$ cat config.mk
export PLATFORM = sky130hd
export DESIGN_NAME = rrf_alloc
export DESIGN_NICKNAME = d
export VERILOG_FILES = /design/src/rtl/rrf_alloc.sv
export SDC_FILE = /design/constraint.sdc
export NUM_CORES = 1
export LEC_CHECK = 0
export BUFFER_PORTS_ARGS = -buffer_cell sky130_fd_sc_hd__buf_4
export CORE_MARGIN = 1
export CORE_UTILIZATION = 53
export DETAILED_ROUTE_END_ITERATION = 8
export GPL_TIMING_DRIVEN = 1
export PLACE_DENSITY = 0.87
export SLEW_MARGIN = 20
export SYNTH_ARGS = -nofsm -noshare
export SYNTH_HDL_FRONTEND = slang
export SYNTH_SLANG_ARGS = --single-unit
$ cat constraint.sdc
create_clock -name clk -period 5.5 [get_ports clk]
set_input_delay 0.825 -clock clk [delete_from_list [all_inputs] [get_ports clk]]
set_output_delay 0.825 -clock clk [all_outputs]
set_load 0.05 [all_outputs]
$ cat src/rtl/rrf_alloc.sv
// Rename-register-file tag allocator: circular aptr/cptr pair with a used count.
// Define RRF_ALLOC_STATS_EN to add the stall counter and high-water-mark outputs.
module rrf_alloc #(
    parameter int RRF_ENT_NUM = 64,
    parameter int RRF_ENT_SEL = 6
) (
    input  logic                   clk,
    input  logic                   rst_n,
    input  logic                   i_dp_req_1,
    input  logic                   i_dp_req_2,
    output logic [RRF_ENT_SEL-1:0] o_dp_rrftag_1,
    output logic [RRF_ENT_SEL-1:0] o_dp_rrftag_2,
    output logic                   o_dp_stall,
    input  logic                   i_com_en_1,
    input  logic                   i_com_en_2,
    output logic                   o_com_vld_1,
    output logic                   o_com_vld_2,
    output logic [RRF_ENT_SEL-1:0] o_com_ptr_1,
    output logic [RRF_ENT_SEL-1:0] o_com_ptr_2,
    input  logic                   i_flush,
    output logic [RRF_ENT_SEL:0]   o_free_cnt,
`ifdef RRF_ALLOC_STATS_EN
    output logic [31:0]            o_stall_cnt,
    output logic [RRF_ENT_SEL:0]   o_hwm,
`endif
    output logic                   o_full,
    output logic                   o_empty
);

    localparam logic [RRF_ENT_SEL:0] LP_N = (RRF_ENT_SEL+1)'(RRF_ENT_NUM);

    logic [RRF_ENT_SEL-1:0] r_aptr;
    logic [RRF_ENT_SEL-1:0] r_cptr;
    logic [RRF_ENT_SEL:0]   r_used;

    logic [1:0]             w_need;
    logic [1:0]             w_alloc;
    logic [1:0]             w_com_cnt;
    logic [RRF_ENT_SEL:0]   w_free;
    logic                   w_stall;
    logic                   w_com_vld_1;
    logic                   w_com_vld_2;
    logic [RRF_ENT_SEL-1:0] w_aptr_nxt;
    logic [RRF_ENT_SEL-1:0] w_cptr_nxt;
    logic [RRF_ENT_SEL:0]   w_used_nxt;

    // Slot 2 only counts when slot 1 also requests; dispatch is in-order.
    assign w_need = {1'b0, i_dp_req_1} + {1'b0, i_dp_req_1 & i_dp_req_2};
    assign w_free = LP_N - r_used;

    // Stall uses start-of-cycle occupancy only, so commits never feed the stall path.
    assign w_stall = i_flush | ((RRF_ENT_SEL+1)'(w_need) > w_free);
    assign w_alloc = w_stall ? 2'd0 : w_need;

    assign w_com_vld_1 = i_com_en_1 & (r_used != '0);
    assign w_com_vld_2 = i_com_en_1 & i_com_en_2 & (r_used >= (RRF_ENT_SEL+1)'(2));
    assign w_com_cnt   = {1'b0, w_com_vld_1} + {1'b0, w_com_vld_2};

    // Flush rewinds aptr to the post-commit cptr so retiring entries stay retired.
    always_comb begin
        // NOTE: every always_comb output gets a default first so no path can infer a latch.
        w_cptr_nxt = r_cptr + RRF_ENT_SEL'(w_com_cnt);
        w_aptr_nxt = r_aptr + RRF_ENT_SEL'(w_alloc);
        w_used_nxt = r_used + (RRF_ENT_SEL+1)'(w_alloc) - (RRF_ENT_SEL+1)'(w_com_cnt);
        if (i_flush) begin
            w_aptr_nxt = w_cptr_nxt;
            w_used_nxt = '0;
        end
    end

    always_ff @(posedge clk) begin
        // NOTE: sequential state uses non-blocking assignments so every register samples pre-edge values.
        if (!rst_n) begin
            r_aptr <= '0;
            r_cptr <= '0;
            r_used <= '0;
        end else begin
            r_aptr <= w_aptr_nxt;
            r_cptr <= w_cptr_nxt;
            r_used <= w_used_nxt;
        end
    end

`ifdef RRF_ALLOC_STATS_EN
    logic [31:0]          r_stall_cnt;
    logic [RRF_ENT_SEL:0] r_hwm;
    logic                 w_stall_evt;

    // Only genuine resource stalls count; flush-forced stalls are not back-pressure.
    assign w_stall_evt = w_stall & (w_need != 2'd0) & ~i_flush;

    always_ff @(posedge clk) begin
        if (!rst_n) begin
            r_stall_cnt <= '0;
            r_hwm       <= '0;
        end else begin
            if (w_stall_evt && (r_stall_cnt != '1))
                r_stall_cnt <= r_stall_cnt + 32'd1;
            if (w_used_nxt > r_hwm)
                r_hwm <= w_used_nxt;
        end
    end

    assign o_stall_cnt = r_stall_cnt;
    assign o_hwm       = r_hwm;
`endif

    assign o_dp_rrftag_1 = r_aptr;
    assign o_dp_rrftag_2 = r_aptr + RRF_ENT_SEL'(1);
    assign o_dp_stall    = w_stall;
    assign o_com_ptr_1   = r_cptr;
    assign o_com_ptr_2   = r_cptr + RRF_ENT_SEL'(1);
    assign o_com_vld_1   = w_com_vld_1;
    assign o_com_vld_2   = w_com_vld_2;
    assign o_free_cnt    = w_free;
    assign o_full        = (r_used == LP_N);
    assign o_empty       = (r_used == '0);

endmodule

==> flow_summary.ini <==
[synth]
avg_synthesized_cell_area_um2 = 8.44
ys_async_sr_fraction_pct = 0
synth_largest_area_cell = dfxtp_1
synthCells = 190
yosys-top-cells-area = dfxtp_1, ha_1, xnor2_1
synth_flop_cell = dfxtp_1
yosys_warnings = 0
yosys.cell_types.count = 46
ys_seq_area_share_pct = 23.7
ys_seq_elements = 19
synth_largest_type_area_fraction_pct = 23.7
netlist_area_mm2 = 0.00160
synth_nets = 225
synth-edff-count = 0

[critical_path]
worst_setup_path_end_kind = register
timing.critical_path.buf_inv = 2
critical_path.slowest_cell = or4_4
cp_slowest_stage_delay_ns = 0.55
cp_data_arrival_time_ns = 4.38
timing.setup.critical_path_class = reg -> reg
timing.critical_path.required_ns = 5.73
crit_fanout = 5
path_delay_family = adder cells
timing.critical_path.from_type = register
critical_path.cell_chain = inv_1 > ha_1 > inv_1 > ha_1 > nand2b_2 > a221o_1 > or4_4 > o21ai_1 > fa_1 > fa_1 > nor2b_1 > o21ai_0 > a211o_1 > o211ai_1

[drt]
viasPerCell = 5.57
route.vias.total = 1460
ant_nets = 0
detail_route.wirelength_um = 3660
drc = 6
drt-met1-wl_um = 1600
detailedRoute.firstIterationViolations = 60
avgRoutedWirePerCell_um = 14.0
top_layer = met4
met2_wirelength_um = 1850
detail_route.first_pass.iterations = 6
met3_wirelength_um = 168

[cts]
cts-hold-fix-buffers = 0
cts-root-to-sink-buffers = 2
clkSinkCount = 19
cts.htree.levels = 1
root_buffer = clkbuf_4
cts_tree = yes
clkLatencyLatePin_ns = 0.31
cts_made_buffers = 3
worst_setup_hold_path_clk_slew_ns = 0.12
cts-resized-gates = 0
cts_setup_buffers = 0

[timing]
final-max-slew-violation-count = 0
max_slew.worst_pin.slew_ns = 0.543
achievable-frequency_ghz = 0.241
timing.final.crit_period_ns = 4.15
worst_slew_margin_rel_pct = 63.5
totalNegativeSetupSlack_ns = 0
report.final.setup_viol = 0
final_period_utilization_pct = 75.5
post-route-worst-setup-slack_ns = 1.35
report.final.hold_viol_count = 0
rsz0062_at_grt = no
finalClockSkew_ns = 0.00526

[flow_run]
count_of_max_cap_constraint_violations = 0

[floorplanning]
dieArea_mm2 = 0.00325
core_mm2 = 0.00281
die_x_um = 57.0
io_pins = 43
die_h_um = 57.0
std_cell_rows = 19
initial_core_util_pct = 57.2

[placement]
routabilityCongestion = 0.849
place.port_buffers = 42
dp_hpwl_um = 2920
detailedPlace.worstSlack_ns = 1.16

[final_layout]
drive_above_1_share_pct = 21.2
num-nets-final = 267
mostFrequentLayoutCell = buf_4
n_antenna_cell = 0
final_cell_mix = buf_4, inv_1, ha_1
flow.area_growth_from_synthesis_pct = 22.2

[status]
violated_checks = DRC
status = complete, but fails checks

[global_routing]
first_global_vias = 1340
gr_overflow_total = 0
grt_pass1_wl_um = 5980
global_route.usage.total_pct = 23.6
grt_max_degree = 12
grt_antenna_before_repair = 0

[worst_hold_path]
min_path_type = reg -> reg
-- worst reg2reg max path, delay by kind of cell (launching register included) --
family / cells / cell delay, ns
fa+ha+maj: 4 / 1.57
simple gates: 3 / 0.81
buf+inv: 2 / 0.14
flops: 1 / 0.43
compound gates: 5 / 1.13
-- final timing paths --
| path | slack (ns) | start | depth (start not counted) | endpoint |
|---|---|---|---|---|
| min | 0.64 | o_com_ptr_1[5] | 2 | o_com_ptr_1[5] |
| max reg2reg | 1.35 | r_used[0] | 14 | r_used[6] |
| min reg2reg | 0.64 | o_com_ptr_1[5] | 2 | o_com_ptr_1[5] |
| max | 1.35 | r_used[0] | 14 | r_used[6] |
-- cells in the mapped netlist, types with 2 or more instances --
library cell,instances
a211oi_1,2
a21o_1,2
a21oi_1,5
and2_1,4
buf_2,2
clkbuf_1,2
dfxtp_1,19
fa_1,4
ha_1,24
inv_1,26
nand2_1,9
nand2b_1,2
nand3_1,8
nand4_1,2
nor2_1,13
nor2b_1,4
nor3_1,5
o211ai_1,2
o21a_1,4
o21ai_0,4
o21ai_1,3
or3_1,2
xnor2_1,12
xor2_1,8
-- routing by layer --
layer / vias to the layer above / track usage [%]
li1: 724 / -
met1: 678 / 28.0
met2: 51 / 43.2
met3: 7 / 5.22
met4: 0 / 5.92
met5: - / 0
-- flip-flops by register name, summed over array words and instances (netlist names) --
name / cells
o_com_ptr_1: 6
o_dp_rrftag_1: 6
r_used: 7
-- layout make-up --
| class | instances | area [µm²] |
|---|---|---|
| fill | 249 | 845 |
| sequential | 19 | 380 |
| timing repair buffer | 42 | 315 |
| clock inverter | 1 | 5.00 |
| clock buffer | 3 | 22.5 |
| tap | 31 | 38.8 |
| inverter | 26 | 97.6 |
| multi-input combinational | 140 | 1100 |
-- kinds of logic after synthesis --
group / Yosys count / synth area share (%)
buffers and inverters: 31 / 7.64
AOI/OAI and AO/OA: 31 / 13.0
muxes: 1 / 0.624
adders and majority gates: 28 / 23.7
and+or+nand+nor: 60 / 20.4
xor gates and xnor gates: 20 / 10.9
DFF: 19 / 23.7
-- through the flow --
stage / utilization (%) / cell area [µm²] / hold slack, ns / std cells
2_1_floorplan: - / 1600 / 0.625 / 190
3_5_place_dp: 68.9 / 1930 / 0.599 / 258
6_report: 69.9 / 1960 / 0.638 / 262
4_1_cts: 69.9 / 1960 / 0.625 / 262
5_1_grt: 69.9 / 1960 / 0.657 / 262
3_3_place_gp: 68.9 / 1930 / 0.580 / 258
Power is left out: the tool's default activity adds up to more than one toggle a clock period on the data nets, which glitch-free logic cannot reach.
